[config.mk]
export PLATFORM = sky130hd
export DESIGN_NAME = syn_fifo_prog
export DESIGN_NICKNAME = d
export VERILOG_FILES = /design/src/rtl/syn_fifo_pkg.sv /design/src/rtl/syn_fifo_prog_flags.sv /design/src/rtl/syn_fifo_prog.sv
export SDC_FILE = /design/constraint.sdc
export NUM_CORES = 1
export LEC_CHECK = 0
export CORE_MARGIN = 2
export CORE_UTILIZATION = 25
export CTS_BUF_LIST = sky130_fd_sc_hd__clkbuf_2 sky130_fd_sc_hd__clkbuf_4 sky130_fd_sc_hd__clkbuf_8
export DETAILED_ROUTE_END_ITERATION = 6
export PLACE_DENSITY = 0.43
export SLEW_MARGIN = 15
export SYNTH_ARGS = -nofsm -noshare
export SYNTH_HDL_FRONTEND = slang
export SYNTH_HIERARCHICAL = 1
export SYNTH_SLANG_ARGS = --single-unit
[constraint.sdc]
create_clock -name clk_i -period 5.6 [get_ports clk_i]
set_clock_uncertainty 0.2 [all_clocks]
set_input_delay 1.4 -clock clk_i [delete_from_list [all_inputs] [get_ports clk_i]]
set_output_delay 1.4 -clock clk_i [all_outputs]
set_load 0.02 [all_outputs]
[src/rtl/syn_fifo_pkg.sv]
// Shared definitions for the programmable-threshold synchronous FIFO.
//   count_width()   : width of the fill-level / pointer type for a given depth
//   PROG_SEL_AE/AF  : prog_sel_i encodings selecting which threshold to load
//   sat_threshold() : clamps a requested threshold so the AE and AF regions
//                     can never overlap
package syn_fifo_pkg;

    localparam logic PROG_SEL_AE = 1'b0;
    localparam logic PROG_SEL_AF = 1'b1;

    // One extra bit over the index width, so that 0..DEPTH is representable
    // and the pointer MSB can serve as the wrap bit.
    function automatic int count_width(input int depth);
        return $clog2(depth) + 1;
    endfunction

    // Largest offset that keeps count <= X_ae+1 and count >= DEPTH-X_af+1 disjoint.
    function automatic int unsigned sat_threshold(input int unsigned value,
                                                  input int unsigned depth);
        int unsigned limit;
        limit = depth / 2 - 1;
        return (value > limit) ? limit : value;
    endfunction

endpackage

[src/rtl/syn_fifo_prog_flags.sv]
// Status-flag decode for syn_fifo_prog. Purely combinational from the
// registered fill level and registered thresholds, so no flag has a path
// from the request inputs.
//   count_i        : current fill level, 0..DEPTH
//   x_ae_i, x_af_i : almost-empty / almost-full offsets
//   full_o, empty_o, almost_empty_o, almost_full_o, af_ae_o : decoded flags
module syn_fifo_prog_flags
    import syn_fifo_pkg::*;
#(
    parameter int DEPTH = 16,
    parameter int CW    = count_width(DEPTH)
) (
    input  logic [CW-1:0] count_i,
    input  logic [CW-1:0] x_ae_i,
    input  logic [CW-1:0] x_af_i,
    output logic          full_o,
    output logic          empty_o,
    output logic          almost_empty_o,
    output logic          almost_full_o,
    output logic          af_ae_o
);

    // One bit wider so X_ae+1 and count+X_af cannot wrap.
    logic [CW:0] ae_limit;
    logic [CW:0] af_sum;

    // count >= DEPTH-X_af+1 is rewritten as count+X_af >= DEPTH+1 to avoid
    // an unsigned subtraction.
    assign ae_limit = {1'b0, x_ae_i} + (CW+1)'(1);
    assign af_sum   = {1'b0, count_i} + {1'b0, x_af_i};

    assign full_o         = (count_i == CW'(DEPTH));
    assign empty_o        = (count_i == '0);
    assign almost_empty_o = ({1'b0, count_i} <= ae_limit);
    assign almost_full_o  = (af_sum >= (CW+1)'(DEPTH + 1));
    assign af_ae_o        = almost_empty_o | almost_full_o;

endmodule

[src/rtl/syn_fifo_prog.sv]
// Single-clock FIFO with programmable almost-empty / almost-full offsets,
// fill-level output and sticky error flags.
//   clk_i, rst_i        : clock (rising edge), asynchronous active-high reset
//   wr_en_i, wr_data_i  : write request and data
//   rd_en_i             : read request
//   rd_data_o           : registered read data, valid when rd_valid_o pulses
//   prog_en_i/sel/data  : threshold load (only while empty and not writing)
//   err_clr_i           : clears overflow_o, underflow_o, prog_err_o
//   full_o .. af_ae_o   : status flags decoded from registered state
//   count_o             : fill level 0..DEPTH
module syn_fifo_prog
    import syn_fifo_pkg::*;
#(
    parameter  int DEPTH      = 16,
    parameter  int DATA_WIDTH = 8,
    parameter  int DEF_AE     = 5,
    parameter  int DEF_AF     = 5,
    localparam int AW         = $clog2(DEPTH),
    localparam int CW         = count_width(DEPTH)
) (
    input  logic                  clk_i,
    input  logic                  rst_i,
    input  logic                  wr_en_i,
    input  logic [DATA_WIDTH-1:0] wr_data_i,
    input  logic                  rd_en_i,
    output logic [DATA_WIDTH-1:0] rd_data_o,
    output logic                  rd_valid_o,
    input  logic                  prog_en_i,
    input  logic                  prog_sel_i,
    input  logic [CW-1:0]         prog_data_i,
    input  logic                  err_clr_i,
    output logic                  full_o,
    output logic                  empty_o,
    output logic                  almost_empty_o,
    output logic                  almost_full_o,
    output logic                  af_ae_o,
    output logic [CW-1:0]         count_o,
    output logic                  overflow_o,
    output logic                  underflow_o,
    output logic                  prog_err_o
);

    logic [DATA_WIDTH-1:0] mem [DEPTH];
    logic [CW-1:0]         wr_ptr;
    logic [CW-1:0]         rd_ptr;
    logic [CW-1:0]         x_ae;
    logic [CW-1:0]         x_af;
    logic                  wr_acc;
    logic                  rd_acc;
    logic                  prog_acc;
    logic [CW-1:0]         prog_value;

    // The wrap bit makes the modular pointer difference exactly the fill
    // level, including the full case where the indices are equal.
    assign count_o = wr_ptr - rd_ptr;

    assign rd_acc   = rd_en_i & ~empty_o;
    // A full FIFO still takes a write when a read frees a slot on the same edge.
    assign wr_acc   = wr_en_i & (~full_o | rd_acc);
    assign prog_acc = prog_en_i & empty_o & ~wr_acc;

    assign prog_value = CW'(sat_threshold(32'(prog_data_i), DEPTH));

    // NOTE: storage has no reset; only pointers define what is valid, and
    // leaving the array unreset lets it map onto plain RAM.
    always_ff @(posedge clk_i) begin
        if (wr_acc) begin
            mem[wr_ptr[AW-1:0]] <= wr_data_i;
        end
    end

    // NOTE: all state here uses non-blocking assignments so every flop
    // samples pre-edge values regardless of statement order.
    always_ff @(posedge clk_i or posedge rst_i) begin
        if (rst_i) begin
            wr_ptr      <= '0;
            rd_ptr      <= '0;
            rd_data_o   <= '0;
            rd_valid_o  <= 1'b0;
            x_ae        <= CW'(DEF_AE);
            x_af        <= CW'(DEF_AF);
            overflow_o  <= 1'b0;
            underflow_o <= 1'b0;
            prog_err_o  <= 1'b0;
        end else begin
            if (wr_acc) begin
                wr_ptr <= wr_ptr + CW'(1);
            end
            if (rd_acc) begin
                rd_ptr    <= rd_ptr + CW'(1);
                rd_data_o <= mem[rd_ptr[AW-1:0]];
            end
            rd_valid_o <= rd_acc;

            if (prog_acc) begin
                if (prog_sel_i == PROG_SEL_AF) begin
                    x_af <= prog_value;
                end else begin
                    x_ae <= prog_value;
                end
            end

            // A new error wins over a same-cycle clear.
            overflow_o  <= (wr_en_i & ~wr_acc)     | (overflow_o  & ~err_clr_i);
            underflow_o <= (rd_en_i & ~rd_acc)     | (underflow_o & ~err_clr_i);
            prog_err_o  <= (prog_en_i & ~prog_acc) | (prog_err_o  & ~err_clr_i);
        end
    end

    syn_fifo_prog_flags #(
        .DEPTH (DEPTH),
        .CW    (CW)
    ) u_flags (
        .count_i        (count_o),
        .x_ae_i         (x_ae),
        .x_af_i         (x_af),
        .full_o         (full_o),
        .empty_o        (empty_o),
        .almost_empty_o (almost_empty_o),
        .almost_full_o  (almost_full_o),
        .af_ae_o        (af_ae_o)
    );

endmodule

==> results.json, run 1 <==
{
  "viasPerCell": 4.41,
  "syn_inst": 416,
  "routed_wl_mm": 15.3,
  "die_h_um": 168,
  "grt_util_all_layers": 0.114,
  "grt_pass1_vias": 3978,
  "max_freq_mhz": 190,
  "final_common_cell": "edfxtp_1",
  "ys_async_sr_fraction": 0.200,
  "regArea_um2": 4650,
  "leakage_nw": 2.77,
  "layout.nets": 513,
  "status": "complete, no violations",
  "grt.overflow.total": 0,
  "synthFlopType": "edfxtp_1",
  "drive_above_1_share": 0.153,
  "crit_path_end_kind": "output pin",
  "root_buffer": "clkbuf_8",
  "io_pins": 42,
  "fillers": 2662,
  "ir_worst_vdd_v": 0.000248,
  "die_area_um2": 28400,
  "cp-start-kind": "register",
  "cp.required_ps": 4000,
  "tightest_slew_ps": 917,
  "synth_seq_cells": 160,
  "wire_per_inst_um": 18.5,
  "syn_to_final_growth_pct": 18.1,
  "cp.arrival_ps": 3650,
  "synthDistinctLibCells": 39,
  "cts_tree": "done",
  "syn_area_per_cell_um2": 16.3,
  "grt_max_degree": 43,
  "post-route-util": 0.299,
  "ctsLongestPathBuffers": 2,
  "pre_cts_ws_ps": 800,
  "hold_viol": 0,
  "cts.reportedPaths.clkPinSlew_ps": 90,
  "antenna_found_initial": 0,
  "rsz0062_at_grt": "false",
  "hp-class": "register to register",
  "critPathKind": "register to output pin",
  "portBuffers": 41,
  "core_um2": 26700,
  "finalSetupViolCount": 0,
  "ant_nets": 0,
  "clk_latency_ps": 460,
  "fin_crit_ps": 5250,
  "hpwl_mm": 10.3,
  "final_cell_mix": "edfxtp_1 (128), clkdlybuf4s50_1 (41), nor2_1 (27), dfrtp_1 (27), mux4_2 (23)",
  "drt_iter0_markers": 260,
  "yosys_warnings": 6,
  "gp_congestion": 0.732,
  "synth_fp_nets": 458,
  "rows": 60,
  "num_vias": 3638,
  "power_density_nw_per_um2": 588,
  "cap_viol_max_count": 0,
  "syn_area_um2": 6760,
  "clock-sinks": 160,
  "antenna_cells": 0,
  "seq_area_frac_synth": 0.688,
  "fin_ws_ps": 345,
  "drc_errors": 0,
  "maxSlewViolCount": 0,
  "total_power_mw": 4.69,
  "multiInputGateArea_um2": 1920,
  "grt_pass1_wl_mm": 23.8,
  "tns_ps": 0,
  "hold_buffers": 0,
  "slew-limit-headroom": 0.386,
  "crit_fanout": 5,
  "htree_levels": 4,
  "firstDrtPassIters": 4,
  "cts_resized": 0,
  "cts_made_buffers": 17,
  "die_w_um": 168,
  "fin_crit_sh": 0.938,
  "start_util": 0.253,
  "cts_setup_buffers": 0,
  "synth_edf_count": 128
}
cell type report:
class                      count  share of cell area
clock buffer                  19              0.0312
clock inverter                13              0.0223
inverter                      21             0.00987
multi-input combinational    220               0.240
sequential                   160               0.583
tap                          341              0.0534
timing repair buffer          51              0.0608
cell families (layout without fill, tap and decap cells):
logic type               count (synthesis)  count (layout)  share of synthesized area
multiplexers                            41              41                      0.106
flip-flops                             160             160                      0.688
AO/OA/AOI/OAI                           59              59                     0.0563
adder cells (fa/ha/maj)                 22              22                     0.0429
XOR/XNOR                                18              18                     0.0233
buffers and inverters                   36             104                     0.0291
AND/OR/NAND/NOR                         80              80                     0.0550
where the power goes:
group	internal, mW	switching, mW
sequential	1.49	0.127
clock	0.463	0.448
combinational	0.954	1.21
Yosys cell counts, types with 4 or more instances:
cell      instances  area, um^2
edfxtp_1        128        3840
dfrtp_1          28         701
nor2_1           27         101
mux4_2           23         518
inv_1            21        78.8
ha_1             20         250
nand2_1          19        71.3
a21oi_1          18        90.1
mux2i_1          16         160
o21ai_0          12        60.1
xnor2_1          12         105
a22oi_1           7        52.6
nand3_1           7        35.0
nor3_1            7        35.0
o221ai_1          7        61.3
buf_2             6        30.0
xor2_1            6        52.6
and2_1            5        31.3
buf_6             5        56.3
dfstp_2           4         105
nand2b_1          4        25.0
nand4_1           4        25.0
sequential cells by signal, indices dropped and copies added, names as in the netlist, 5 cells and up:
| signal | count |
|---|---|
| rd_data_o | 8 |
| x_ae | 5 |
| x_af | 5 |
| rd_ptr | 5 |
| mem | 128 |
| wr_ptr | 5 |
layer usage:
| layer | share of wire | track usage |
|---|---|---|
| met1 | 0.49 | 0.154 |
| met2 | 0.46 | 0.181 |
| met3 | 0.035 | 0.0299 |
| met5 | 0 | 0 |
| met4 | 0.0096 | 0.0311 |
metrics by stage:
stage	cells	hold WS, ps	instance area [um^2]
after floorplan	416	258	6760
after CTS	825	299	7980
after detailed placement	793	286	7560
final	825	296	7980
after global placement	793	283	7560
after global routing	825	334	7980
worst max-delay path, stage by stage, from the launching register on:
cell and delay, ps:
dfrtp_1 430, inv_1 160, ha_1 170, inv_1 60, fa_1 590, inv_1 100, fa_1 460, nand2b_1 160
a21oi_1 150, xor2_1 150, o21ai_1 90, nand3b_1 90, clkdlybuf4s50_1 600
worst paths after layout:
kind | start | to | slack [ps] | cells past startpoint
worst max-delay path | wr_ptr[0] | af_ae_o | 350 | 12
worst min-delay path | wr_ptr[4] | wr_ptr[4] | 300 | 1
worst max register to register | wr_ptr[0] | mem[7][0] | 1200 | 12
worst min register to register | wr_ptr[4] | wr_ptr[4] | 300 | 1
max in group asynchronous | rst_i | rd_ptr[0] | 3630 | 3
min in group asynchronous | rst_i | rd_data_o[0] | 1180 | 3
Note: power is estimated with default switching activity, not from simulation.
==> run 2: changes to the inputs <==
--- a/config.mk
+++ b/config.mk
@@ -6,10 +6,11 @@
 export NUM_CORES = 1
 export LEC_CHECK = 0
 export CORE_MARGIN = 2
-export CORE_UTILIZATION = 25
+export CORE_UTILIZATION = 40
 export CTS_BUF_LIST = sky130_fd_sc_hd__clkbuf_2 sky130_fd_sc_hd__clkbuf_4 sky130_fd_sc_hd__clkbuf_8
 export DETAILED_ROUTE_END_ITERATION = 6
-export PLACE_DENSITY = 0.43
+export MAX_ROUTING_LAYER = met4
+export PLACE_DENSITY = 0.6
 export SLEW_MARGIN = 15
 export SYNTH_ARGS = -nofsm -noshare
 export SYNTH_HDL_FRONTEND = slang
==> run 2 against run 1 <==
Effect of this change: critical path depth did not move; sequential share of layout area increased by 1.4 points; design area fell by 2.4%; non-clock buffer count down 2; maximum frequency down 0.17%; final cell count shrank 15%; clock power shrank 7.6%; sequential power is essentially flat; die area shrank 37%; total power is 2.2% lower; worst hold slack got worse by 3.1 ps; highest routed layer unchanged.
==> results.json, run 2 (synthesis gave the netlist of run 1 again) <==
{
  "status": "complete, no violations",
  "finalSetupViolCount": 0,
  "antenna_cells": 0,
  "firstDrtPassIters": 4,
  "io_pins": 42,
  "slew-limit-headroom": 0.344,
  "hp-class": "register to register",
  "crit_fanout": 5,
  "fin_crit_sh": 0.940,
  "cts_tree": "done",
  "die_area_um2": 18000,
  "rows": 47,
  "grt_pass1_vias": 3876,
  "largest_reg_flops": 128,
  "drive_above_1_share": 0.147,
  "fin_ws_ps": 337,
  "clk_latency_ps": 450,
  "grt_util_all_layers": 0.168,
  "hold_buffers": 0,
  "root_buffer": "clkbuf_8",
  "tightest_slew_ps": 981,
  "syn_to_final_growth_pct": 15.3,
  "hpwl_mm": 8.91,
  "cp.arrival_ps": 3660,
  "clock-sinks": 160,
  "ant_nets": 0,
  "cts.reportedPaths.clkPinSlew_ps": 90,
  "viasPerCell": 5.24,
  "htree_levels": 4,
  "grt_pass1_wl_mm": 21.4,
  "power_density_nw_per_um2": 588,
  "fin_crit_ps": 5260,
  "core_um2": 16500,
  "pre_cts_ws_ps": 829,
  "ir_worst_vdd_v": 0.000762,
  "drt_iter0_markers": 251,
  "max_freq_mhz": 190,
  "leakage_nw": 2.75,
  "maxSlewViolCount": 0,
  "cts_setup_buffers": 0,
  "grt.overflow.total": 0,
  "cp-start-kind": "register",
  "portBuffers": 41,
  "ctsLongestPathBuffers": 2,
  "crit_path_end_kind": "output pin",
  "final_cell_mix": "edfxtp_1 (128), clkdlybuf4s50_1 (41), nor2_1 (27), dfrtp_1 (27), mux4_2 (23)",
  "die_h_um": 134,
  "layout.nets": 511,
  "cp.required_ps": 4000,
  "critPathKind": "register to output pin",
  "grt_max_degree": 43,
  "antenna_found_initial": 0,
  "gp_congestion": 0.779,
  "wire_per_inst_um": 19.2,
  "drc_errors": 0,
  "rsz0062_at_grt": "false",
  "routed_wl_mm": 13.5,
  "tns_ps": 0,
  "cts_made_buffers": 17,
  "hold_viol": 0,
  "cts_resized": 0,
  "final_common_cell": "edfxtp_1",
  "start_util": 0.409,
  "num_vias": 3680,
  "cap_viol_max_count": 0,
  "post-route-util": 0.472,
  "total_power_mw": 4.59,
  "fillers": 1454,
  "die_w_um": 134
}
run 2: path summary, 6_finish.rpt:
path | start | end | slack, ps | cells past startpoint
max reg2reg | wr_ptr[0] | mem[4][1] | 1270 | 12
min reg2reg | x_af[0] | x_af[0] | 290 | 2
min | x_af[0] | x_af[0] | 290 | 2
max | wr_ptr[0] | af_ae_o | 340 | 12
min in group asynchronous | rst_i | rd_valid_o | 1140 | 3
max in group asynchronous | rst_i | x_af[0] | 3700 | 3
run 2: layout make-up:
class | count | area, um^2 | area share
repair buffers | 49 | 470 | 0.0604
flip-flops and latches | 160 | 4650 | 0.597
inverters | 21 | 78.8 | 0.0101
well taps | 220 | 275 | 0.0353
clock inverters | 15 | 170 | 0.0218
multi-input cells | 220 | 1920 | 0.246
clock buffers | 17 | 234 | 0.0300
run 2: power by group:
| part | switching, mW | internal [mW] | leakage (nW) | total [mW] |
|---|---|---|---|---|
| Combinational | 1.18 | 0.950 | 1.01 | 2.13 |
| Sequential | 0.120 | 1.49 | 1.54 | 1.61 |
| Clock | 0.468 | 0.374 | 0.198 | 0.842 |
| Total | 1.77 | 2.81 | 2.75 | 4.59 |
run 2: critical path: stages, from the launching register on:
cell	delay (ps)
dfrtp_1	420
inv_1	150
ha_1	160
inv_1	60
fa_1	580
inv_1	100
fa_1	460
nand2b_1	170
a21oi_1	190
xor2_1	160
o21ai_1	100
nand3b_1	90
clkdlybuf4s50_1	600
run 2: stage by stage:
stage | hold slack, ps | cell area [um^2] | std cells
global route | 316 | 7790 | 702
floorplan | 258 | 6760 | 416
detailed placement | 279 | 7390 | 670
finish | 292 | 7790 | 702
CTS | 295 | 7790 | 702
global placement | 280 | 7390 | 670
run 2: metal layers:
| layer | vias to the layer above | share of wire | track usage |
|---|---|---|---|
| met4 | 0 | 0.017 | 0.0626 |
| met5 | - | 0 | - |
| met3 | 18 | 0.050 | 0.0404 |
| li1 | 1694 | - | - |
| met1 | 1869 | 0.44 | 0.208 |
| met2 | 99 | 0.50 | 0.270 |
==> run 3: changes to the inputs <==
--- a/config.mk
+++ b/config.mk
@@ -6,13 +6,12 @@
 export NUM_CORES = 1
 export LEC_CHECK = 0
 export CORE_MARGIN = 2
-export CORE_UTILIZATION = 40
+export CORE_UTILIZATION = 50
 export CTS_BUF_LIST = sky130_fd_sc_hd__clkbuf_2 sky130_fd_sc_hd__clkbuf_4 sky130_fd_sc_hd__clkbuf_8
 export DETAILED_ROUTE_END_ITERATION = 6
 export MAX_ROUTING_LAYER = met4
-export PLACE_DENSITY = 0.6
+export PLACE_DENSITY = 0.72
 export SLEW_MARGIN = 15
 export SYNTH_ARGS = -nofsm -noshare
 export SYNTH_HDL_FRONTEND = slang
-export SYNTH_HIERARCHICAL = 1
 export SYNTH_SLANG_ARGS = --single-unit
==> run 3 against run 2 <==
Effect of this change: maximum frequency shrank 2.5%; global-route usage grew 4.2 points; critical endpoint is now almost_full_o; total power grew 3.1%; clock power shrank 2%; first-iteration DRC count grew 31%; combinational power grew 8%; via count shrank 2.1%; area after synthesis grew 0.19%; critical path depth shrank 1; critical path type unchanged.
==> results.json, run 3 <==
{
  "drive_above_1_share": 0.219,
  "post-route-util": 0.591,
  "synth_fp_nets": 433,
  "cap_viol_max_count": 0,
  "ctsLongestPathBuffers": 2,
  "portBuffers": 41,
  "tns_ps": 0,
  "synthDistinctLibCells": 42,
  "synth_area_leader_cell": "edfxtp_1",
  "hp-class": "register to register",
  "cp.arrival_ps": 3800,
  "layout.nets": 491,
  "drt_iter0_markers": 328,
  "cp.required_ps": 4000,
  "cp_slowest_stage_delay_ps": 620,
  "htree_levels": 4,
  "fillers": 1012,
  "syn_to_final_growth_pct": 15.5,
  "fin_cells": 638,
  "critPathKind": "register to output pin",
  "synthFlopType": "edfxtp_1",
  "max_freq_mhz": 185,
  "leakage_nw": 2.75,
  "synth_seq_cells": 160,
  "cts.reportedPaths.clkPinSlew_ps": 90,
  "status": "complete, no violations",
  "clk_latency_ps": 450,
  "grt_util_all_layers": 0.210,
  "wire_per_inst_um": 21.3,
  "drc_errors": 0,
  "dp_cells": 606,
  "ir_worst_vdd_v": 0.000409,
  "gp_congestion": 0.804,
  "crit_fanout": 6,
  "num_vias": 3603,
  "crit_path_end_kind": "output pin",
  "rsz0062_at_grt": "false",
  "die_area_um2": 14500,
  "synthTopCellsByCount": "edfxtp_1 (128), mux4_2 (32), dfrtp_1 (28), nor2_1 (21)",
  "routed_wl_mm": 13.6,
  "slew-limit-headroom": 0.351,
  "cp_slowest_cell": "fa_1",
  "path_cells": "inv_1, ha_1, inv_1, fa_1, ha_1, a21o_1, a21oi_1, nor2_1, o41ai_1, nand3_1, clkdlybuf4s50_1",
  "final_common_cell": "edfxtp_1",
  "core_um2": 13200,
  "syn_inst": 391,
  "path_delay_family": "adder cells",
  "viasPerCell": 5.65,
  "io_pins": 42,
  "firstDrtPassIters": 5,
  "total_power_mw": 4.73,
  "finalSetupViolCount": 0,
  "critPathBufInv": 3,
  "antenna_found_initial": 0,
  "fin_crit_sh": 0.964,
  "syn_area_um2": 6770,
  "start_util": 0.512,
  "hold_viol": 0,
  "pre_cts_ws_ps": 698,
  "synth_most_common_cell": "edfxtp_1",
  "synth_top_area_frac": 0.567,
  "power_density_nw_per_um2": 604,
  "ys_async_sr_fraction": 0.200,
  "ant_nets": 0,
  "fin_crit_ps": 5400,
  "die_h_um": 120,
  "seq_area_frac_synth": 0.686,
  "grt_pass1_vias": 3755,
  "grt_pass1_wl_mm": 21.4,
  "grt_max_degree": 36,
  "cts_made_buffers": 17,
  "syn_area_per_cell_um2": 17.3,
  "final_cell_mix": "edfxtp_1 (128), clkdlybuf4s50_1 (41), mux4_2 (32)",
  "tightest_slew_ps": 969,
  "hpwl_mm": 8.99,
  "synth_area_leaders": "edfxtp_1 (57%), mux4_2 (11%), dfrtp_1 (10%)",
  "die_w_um": 120,
  "cp-start-kind": "register",
  "largest_reg_flops": 128,
  "cts_tree": "done",
  "maxSlewViolCount": 0,
  "yosys_warnings": 0,
  "rows": 42,
  "grt.overflow.total": 0,
  "fin_ws_ps": 201,
  "clock-sinks": 160,
  "root_buffer": "clkbuf_8",
  "antenna_cells": 0,
  "synth_edf_count": 128
}
-- run 3: power by group --
part	total (mW)	switching [mW]	internal (mW)
clock network	0.826	0.454	0.372
registers	1.60	0.112	1.49
logic	2.30	1.24	1.06
-- run 3: path summary, 6_finish.rpt --
| check | startpoint | to | slack [ps] | cells past startpoint |
|---|---|---|---|---|
| max reg2reg | wr_ptr[0] | mem[11][3] | 1720 | 10 |
| max in group asynchronous | rst_i | rd_ptr[0] | 3700 | 3 |
| min reg2reg | wr_ptr[4] | wr_ptr[4] | 290 | 1 |
| min in group asynchronous | rst_i | rd_data_o[2] | 1140 | 3 |
| min | wr_ptr[4] | wr_ptr[4] | 290 | 1 |
| max | wr_ptr[0] | almost_full_o | 200 | 11 |
-- run 3: cells by family (layout without fill, tap and decap cells) --
family                   after synthesis  after routing  share of synthesized area
AO/OA/AOI/OAI                         41             41                     0.0445
XOR/XNOR                              16             16                     0.0207
adder cells (fa/ha/maj)               22             22                     0.0429
buffers and inverters                 32            103                     0.0185
flip-flops                           160            160                      0.686
multiplexers                          48             48                      0.133
AND/OR/NAND/NOR                       72             72                     0.0541
-- run 3: timing repair --
item / in CTS / in global routing
endpoints found under the setup margin: 0 / 1
buffers inserted: 0 / 0
gates resized for setup: 0 / 1
hold buffers: 0 / 0
-- run 3: worst register-to-register path, stage by stage (launching register included) --
cell       delay (ps)
dfrtp_1           440
inv_1             130
ha_1              170
inv_1              50
fa_1              390
xor2_1            160
buf_4             170
and4b_4           230
o2111ai_1         480
nand3_1           300
nor2_1            790
-- run 3: area by class of cell --
type	instances	area, um^2	share of cell area
repair buffers	51	485	0.0621
flip-flops and latches	160	4650	0.594
clock buffers	18	241	0.0309
inverters	20	75.1	0.00960
clock inverters	14	151	0.0194
well taps	176	220	0.0281
multi-input cells	199	2000	0.256
-- run 3: routing by layer --
metal  part of all wire  track usage  vias to the layer above
met5                  0            -                        -
met3              0.045       0.0453                       19
met1               0.44        0.277                     1835
li1                   -            -                     1643
met2               0.50        0.331                      106
met4              0.016       0.0654                        0
-- run 3: stage by stage --
stage,area [um^2],hold WS (ps)
2_1_floorplan,6770,261
3_3_place_gp,7430,278
3_5_place_dp,7430,287
4_1_cts,7820,299
5_1_grt,7820,309
6_report,7820,294
